## config.mk

```make
export PLATFORM = sky130hd
export DESIGN_NAME = wb_port_arbiter
export DESIGN_NICKNAME = d
export VERILOG_FILES = /design/src/rtl/wb_port_arbiter.sv
export SDC_FILE = /design/constraint.sdc
export NUM_CORES = 1
export LEC_CHECK = 0
export CAP_MARGIN = 15
export CORE_ASPECT_RATIO = 1.75
export CORE_MARGIN = 5
export CORE_UTILIZATION = 30
export DETAILED_ROUTE_END_ITERATION = 10
export MAX_ROUTING_LAYER = met4
export PLACE_DENSITY = 0.68
export SLEW_MARGIN = 15
export SYNTH_ARGS = -nofsm -noshare
export SYNTH_HDL_FRONTEND = slang
export SYNTH_SLANG_ARGS = --single-unit
```

## constraint.sdc

```tcl
create_clock -name clk -period 1.8 [get_ports clk]
set_input_delay 0.18 -clock clk [delete_from_list [all_inputs] [get_ports clk]]
set_output_delay 0.18 -clock clk [all_outputs]
set_load 0.01 [all_outputs]
```

## src/rtl/wb_port_arbiter.sv

```systemverilog
// Two-requester register-file writeback arbiter with round-robin priority,
// a one-cycle registered write stage and a saturating contention counter.
module wb_port_arbiter #(
  parameter int DATA_W = 64,
  parameter int ADDR_W = 5,
  parameter int CNT_W  = 16
) (
  input  logic              clk,
  input  logic              rst,
  input  logic              req0_valid_i,
  input  logic [ADDR_W-1:0] req0_addr_i,
  input  logic [DATA_W-1:0] req0_data_i,
  output logic              req0_ready_o,
  input  logic              req1_valid_i,
  input  logic [ADDR_W-1:0] req1_addr_i,
  input  logic [DATA_W-1:0] req1_data_i,
  output logic              req1_ready_o,
  input  logic              stall_i,
  input  logic              cnt_clr_i,
  output logic              reg_wr_en_o,
  output logic [ADDR_W-1:0] reg_wr_addr_o,
  output logic [DATA_W-1:0] reg_wr_data_o,
  output logic [CNT_W-1:0]  conflict_cnt_o
);

  logic              gnt0_s;
  logic              gnt1_s;
  logic              accept_s;
  logic              conflict_s;
  logic [ADDR_W-1:0] sel_addr_s;
  logic [DATA_W-1:0] sel_data_s;

  logic              ptr_q;
  logic              ptr_d;
  logic              wr_en_q;
  logic              wr_en_d;
  logic [ADDR_W-1:0] wr_addr_q;
  logic [ADDR_W-1:0] wr_addr_d;
  logic [DATA_W-1:0] wr_data_q;
  logic [DATA_W-1:0] wr_data_d;
  logic [CNT_W-1:0]  cnt_q;
  logic [CNT_W-1:0]  cnt_d;

  // Grant selection: a lone requester always wins, the pointer breaks ties.
  always_comb begin
    gnt0_s = 1'b0;
    gnt1_s = 1'b0;
    if (rst || stall_i) begin
      gnt0_s = 1'b0;
      gnt1_s = 1'b0;
    end else if (req0_valid_i && req1_valid_i) begin
      case (ptr_q)
        1'b0:    gnt0_s = 1'b1;
        1'b1:    gnt1_s = 1'b1;
        default: gnt0_s = 1'b1;
      endcase
    end else if (req0_valid_i) begin
      gnt0_s = 1'b1;
    end else if (req1_valid_i) begin
      gnt1_s = 1'b1;
    end else begin
      gnt0_s = 1'b0;
      gnt1_s = 1'b0;
    end
  end

  assign req0_ready_o = gnt0_s;
  assign req1_ready_o = gnt1_s;
  assign accept_s     = gnt0_s | gnt1_s;
  assign conflict_s   = req0_valid_i & req1_valid_i & ~stall_i;

  // Data path mux feeding the output stage.
  always_comb begin
    sel_addr_s = req0_addr_i;
    sel_data_s = req0_data_i;
    if (gnt1_s) begin
      sel_addr_s = req1_addr_i;
      sel_data_s = req1_data_i;
    end else begin
      sel_addr_s = req0_addr_i;
      sel_data_s = req0_data_i;
    end
  end

  // Next-state for pointer, write stage and counter.
  always_comb begin
    ptr_d     = ptr_q;
    wr_en_d   = 1'b0;
    wr_addr_d = wr_addr_q;
    wr_data_d = wr_data_q;
    cnt_d     = cnt_q;

    if (gnt0_s) begin
      ptr_d = 1'b1;
    end else if (gnt1_s) begin
      ptr_d = 1'b0;
    end else begin
      ptr_d = ptr_q;
    end

    // Writes to x0 are consumed but never reach the register file.
    if (accept_s) begin
      wr_en_d   = (sel_addr_s != {ADDR_W{1'b0}});
      wr_addr_d = sel_addr_s;
      wr_data_d = sel_data_s;
    end else begin
      wr_en_d = 1'b0;
    end

    if (cnt_clr_i) begin
      cnt_d = {CNT_W{1'b0}};
    end else if (conflict_s && (cnt_q != {CNT_W{1'b1}})) begin
      cnt_d = cnt_q + {{(CNT_W-1){1'b0}}, 1'b1};
    end else begin
      cnt_d = cnt_q;
    end
  end

  // State registers; reset overrides every other update.
  always_ff @(posedge clk) begin
    if (rst) begin
      ptr_q     <= 1'b0;
      wr_en_q   <= 1'b0;
      wr_addr_q <= {ADDR_W{1'b0}};
      wr_data_q <= {DATA_W{1'b0}};
      cnt_q     <= {CNT_W{1'b0}};
    end else begin
      ptr_q     <= ptr_d;
      wr_en_q   <= wr_en_d;
      wr_addr_q <= wr_addr_d;
      wr_data_q <= wr_data_d;
      cnt_q     <= cnt_d;
    end
  end

  assign reg_wr_en_o    = wr_en_q;
  assign reg_wr_addr_o  = wr_addr_q;
  assign reg_wr_data_o  = wr_data_q;
  assign conflict_cnt_o = cnt_q;

endmodule
```

After elaboration in Yosys (flattened, before gate mapping)
Index checks and enable logic that the tools add are counted.

storage, ports and cells
  register bits after elaboration = 87
  latch bits = 0
  bits in writable memories = 0
  bits in read-only memories = 0
  input port bits = 144
  output and inout bits = 88
  logic and storage cells = 32
  memories = 0

operators by class
  $add $sub $neg = 1
  $mul = 0
  divide/modulo/power cells = 0
  order comparisons = 0
  equality and inequality tests = 1
  shifts and indexed selects = 0
  muxes and demuxes = 13
  bitwise logic cells = 5
  reduce and logical (&&, ||, !) cells = 7

operators with widths
  operator                 number
  $mux W64                 1
  $add A16 B1 Y16 const B  1
  $ne A16 B16 Y1 const B   1
  $mux W1                  11
  $mux W5                  1
  $reduce_bool A5 Y1       1
  $reduce_or A2 Y1         2
  $and A1 B1 Y1            2
  $logic_and A1 B1 Y1      2
  $not A1 Y1               2
  $reduce_bool A2 Y1       1
  $logic_or A1 B1 Y1       1
  $or A1 B1 Y1             1

Logic depth before layout (Yosys ltp)
  depth in word-level cells = 7
  depth in mapped cells = 8
  mapped depth without buffers = 5

Worst setup path after synthesis
OpenSTA, ideal clock, no wires.

  kind = flip-flop to flip-flop
  start = register cnt_q[0], in the netlist conflict_cnt_o[0]
  end = register cnt_q[9], in the netlist conflict_cnt_o[9]
  setup time = 70 ps
  arrival time = 1746 ps
  required time = 1730 ps
  slack = -16 ps
  cell stages (with the launch flop) = 7
  path buffers = 1
  period minus slack after synthesis = 1816 ps
  path through = dfxtp_1 > ha_1 > and4_1 > and4_4 > buf_6 > or4_1 > a21oi_1

between the ends
  word-level cells in the longest chain between the ends = 2
  elaborated cells on any way between the ends = 3
  those cells by class = add/sub (1); eq/ne (1); reduce/logical (1)

ends and longest elaborated chain
  what                                                                     RTL line  source
  from (decl)                                                              41        logic [CNT_W-1:0] cnt_q;
  from (signal assigned)                                                   126       cnt_q <= {CNT_W{1'b0}};
  from (signal assigned)                                                   132       cnt_q <= cnt_d;
  parallel branches: the longest is 2 deep, another holds $add A16 B1 Y16  n/a

Several ways; the timed one is not identified.
A chain may end at the register's enable or synchronous reset.

Worst setup path in the final report
  start = input port req0_valid_i
  end = output port req0_ready_o

between the ends
  word-level cells in the longest chain between the ends = 3
  elaborated cells on any way between the ends = 4
  those cells by class = mux (3); reduce/logical (1)

ends and longest elaborated chain
  what                                            RTL line  source
  from (decl)                                     10        input logic req0_valid_i,
  $mux W1 or $logic_and A1 B1 Y1 (tied branches)  57, 51
  $mux W1 *                                       51        end else if (req0_valid_i && req1_valid_i) begin
  $mux W1 *                                       48        if (rst || stall_i) begin
  to (decl)                                       13        output logic req0_ready_o,

Every way passes the cells marked *; elsewhere a longest branch is shown, timed or not.

==> run_results.csv <==
group,metric,value,unit
run_status,outcome,"finished, final reports clean",
setup_path,critPathMaxStageDelay,0.57,ns
drt,ant_nets,0,
drt,routed-wl-met2,7520,um
setup_path,cp-start-kind,"primary input",
sta,setup_ws,0.0391,ns
setup_path,crit_chain,"clkdlybuf4s50_1 -> buf_4 -> and3_1 -> clkdlybuf4s50_1",
cts,clkTransAtPathRegs,0.06,ns
power,p_sw,0.00116,W
yosys,ys_types,40,
yosys,syn-num-nets,570,
sta,slew_viol_final,0,
power,p_seq_share,42.5,%
layout,fin_nets,800,
yosys,synth_most_common_cell,"dfxtp_1",
setup_path,path_max_fanout,4,
yosys,synthXorXnorAreaFrac,0,%
sta,slew_headroom,66.6,%
setup_path,r2r_cells,6,
setup_path,path_buf_inv,3,
yosys,ys_seq_elements,87,
setup_path,cp_data_required_time,1.62,ns
yosys,synth_top_area_share,43.4,%
global_route,grt_usage,16.8,%
die,die_x,97.4,um
drt,highest_layer,"met4",
placed_design,portBuffers,231,
cts,cts_buffer_depth,2,
power,power_density,707,nW/um2
layout,drive_gt1_share,8.80,%
job,cap_violations,0,
drt,route.detailed.drc,0,
yosys,yosysWarnings,0,
power,p_sw_share,23.7,%
sta,fin_skew,0.00791,ns
sta,setup_viol,0,
hold_path,hold_depth,3,
die,ios,232,
yosys,netlist_top_cells_count,"dfxtp_1, nor2_1, mux2i_1",
layout,instances_no_fill,833,
yosys,syn-cell-area,4010,um2
sta,min_period,1.76,ns
cts,cts_tree,"done",
cts,h-tree-depth,3,
power,ir_worst_vdd,0.394,mV
die,die_area,15900,um2
yosys,ys_top_cells_by_area,"dfxtp_1, mux2i_1, a211oi_1, nor2_1, a21oi_1",
drt,firstDrtPassIters,4,
yosys,synth_top_cell_by_area,"dfxtp_1",
cts,clk_root_buffer_cell,"clkbuf_16",
drt,wl_met3,735,um
drt,drt-total-wl,13600,um
setup_path,critPathKind,"primary input to output port",
placed_design,gp_congestion,0.826,
drt,drtIter0Drc,128,
placed_design,placed_cells,817,
global_route,grt_pass1_vias,4282,
layout,area_delta_synth_final,72.8,%
global_route,grt_max_degree,47,
global_route,grt_first_pass_wirelength,21000,um
cts,cts_num_sinks,87,
setup_path,arrival,1.58,ns
yosys,synth-edff-count,0,
global_route,antenna_found_initial,0,
setup_path,end_kind,"output port",
die,die_h,163,um
power,cell_internal_pwr,0.00374,W
yosys,synth_top_family_by_area,"multiplexers",
layout,final_util,52.4,%
sta,fmax,0.568,GHz
power,clkPwrFrac,37.5,%
die,core,13200,um2
power,leakage,2.85,nW
setup_path,crit_top_cell,"clkdlybuf4s50_1",
sta,tns,0,ns
sta,hold_violations,0,
cts,holdBufCountCts,0,
yosys,avgSynthCellArea,9.44,um2
setup_path,path_depth,4,
cts,clock_latency,0.33,ns
sta,tightest_slew,0.500,ns
yosys,synth_cells,425,
setup_path,crit_family,"buffers and inverters",
sta,rsz0062_at_grt,"no",
yosys,synthMuxAreaShare,17.7,%
yosys,ys_async_sr_fraction,0,%
placed_design,post-place-ws,-0.161,ns
setup_path,worst_path_max_delay_cell,"clkdlybuf4s50_1",
cts,cts_setup_buffers,0,
yosys,synth-seq-area-share,43.4,%
yosys,synthAdderAreaFrac,0.312,%
drt,met1_length,5070,um
power,comb_power_share,20.0,%
die,start_util,30.3,%
drt,via_per_inst,5.00,
layout,antenna_cells,0,
yosys,synth_compound_area_share,17.6,%
yosys,yosys_most_used_dff,"dfxtp_1",
drt,post_drt_wl_per_cell,16.4,um
yosys,synthSimpleGateAreaFrac,15.6,%
die,rows,56,
hold_path,hold_path_class,"primary input to flop",
global_route,grt-ovfl-total,0,
cts,cts-buffers-inserted,9,
placed_design,place_hpwl,10800,um
sta,final.period_utilization,97.8,%
drt,vias,4161,
## power groups by stage
stage               Sequential (W)  Combinational [W]  Clock [W]
finish                     0.00208           0.000981    0.00184
global route               0.00210            0.00106    0.00198
CTS                        0.00208           0.000992    0.00191
detailed placement         0.00213           0.000989          0
global placement           0.00212           0.000974          0
floorplan                  0.00217           0.000304          0
## final cells by class
type / count / area, um2
clock buffer: 10 / 239
clock inverter: 5 / 58.8
fill: 1191 / 6310
inverter: 2 / 7.51
multi-input combinational: 299 / 2110
sequential: 87 / 1740
tap: 174 / 218
timing repair buffer: 256 / 2560
## worst reg2reg max path, cell delays in order (launching register included)
cell,delay (ns)
dfxtp_1,0.34
ha_2,0.21
and4_4,0.25
buf_4,0.13
nand2_2,0.07
or4_4,0.50
a21oi_1,0.14
## final timing paths
path                                  start                         endpoint  slack, ns
max                            req0_valid_i                     req0_ready_o       0.04
min                                 stall_i               ptr_q$_SDFFE_PP0P_       0.37
max reg2reg  conflict_cnt_o[1]$_SDFFE_PP0P_  conflict_cnt_o[10]$_SDFFE_PP0P_       0.09
min reg2reg  reg_wr_data_o[21]$_SDFFE_PP0P_   reg_wr_data_o[21]$_SDFFE_PP0P_       0.50
## cell families (layout without fill, tap and decap cells)
| kind of cell | count (synthesis) | in the layout |
|---|---|---|
| adders and majority gates | 1 | 1 |
| muxes | 71 | 71 |
| and+or+nand+nor | 127 | 128 |
| DFF | 87 | 87 |
| AOI/OAI and AO/OA | 99 | 99 |
| buffers and inverters | 40 | 273 |
## state kept, by name, summed over array words and instances, names as in the netlist
register / cells
ptr_q: 1
reg_wr_addr_o: 5
conflict_cnt_o: 16
reg_wr_data_o: 64
reg_wr_en_o: 1
## per-stage QoR
step	power, W	hold slack [ns]	area (um2)
finish	0.00490	0.374	6940
global placement	0.00309	0.477	6600
CTS	0.00499	0.342	6900
global route	0.00513	0.397	6940
floorplan	0.00247	0.343	4020
detailed placement	0.00311	0.491	6600
## layout by cell type, fill, tap and decap left out, types with 3 or more instances in the layout
| master | n |
|---|---|
| a211oi_1 | 69 |
| a21oi_1 | 12 |
| and3_1 | 3 |
| buf_12 | 5 |
| buf_4 | 20 |
| clkbuf_16 | 9 |
| clkdlybuf4s50_1 | 228 |
| dfxtp_1 | 86 |
| mux2i_1 | 71 |
| nand2_1 | 10 |
| nand3_1 | 5 |
| nor2_1 | 72 |
| nor3_1 | 3 |
| o21ai_0 | 5 |
| o31ai_1 | 6 |
| or3_1 | 6 |
| or4_1 | 7 |
## per-layer routing
| metal | up-vias | global-route usage, % |
|---|---|---|
| li1 | 2041 | - |
| met1 | 1941 | 16.8 |
| met2 | 159 | 31.1 |
| met3 | 20 | 4.23 |
| met4 | 0 | 6.18 |
| met5 | - | - |
## timing repair
| action | 4_1_cts | 5_1_grt |
|---|---|---|
| cloned | 0 | 1 |
| endpoints found under the setup margin | 3 | 8 |
| gates resized for setup | 2 | 8 |
| pin swaps | 2 | 3 |
Power figures use the tool's default switching activity.
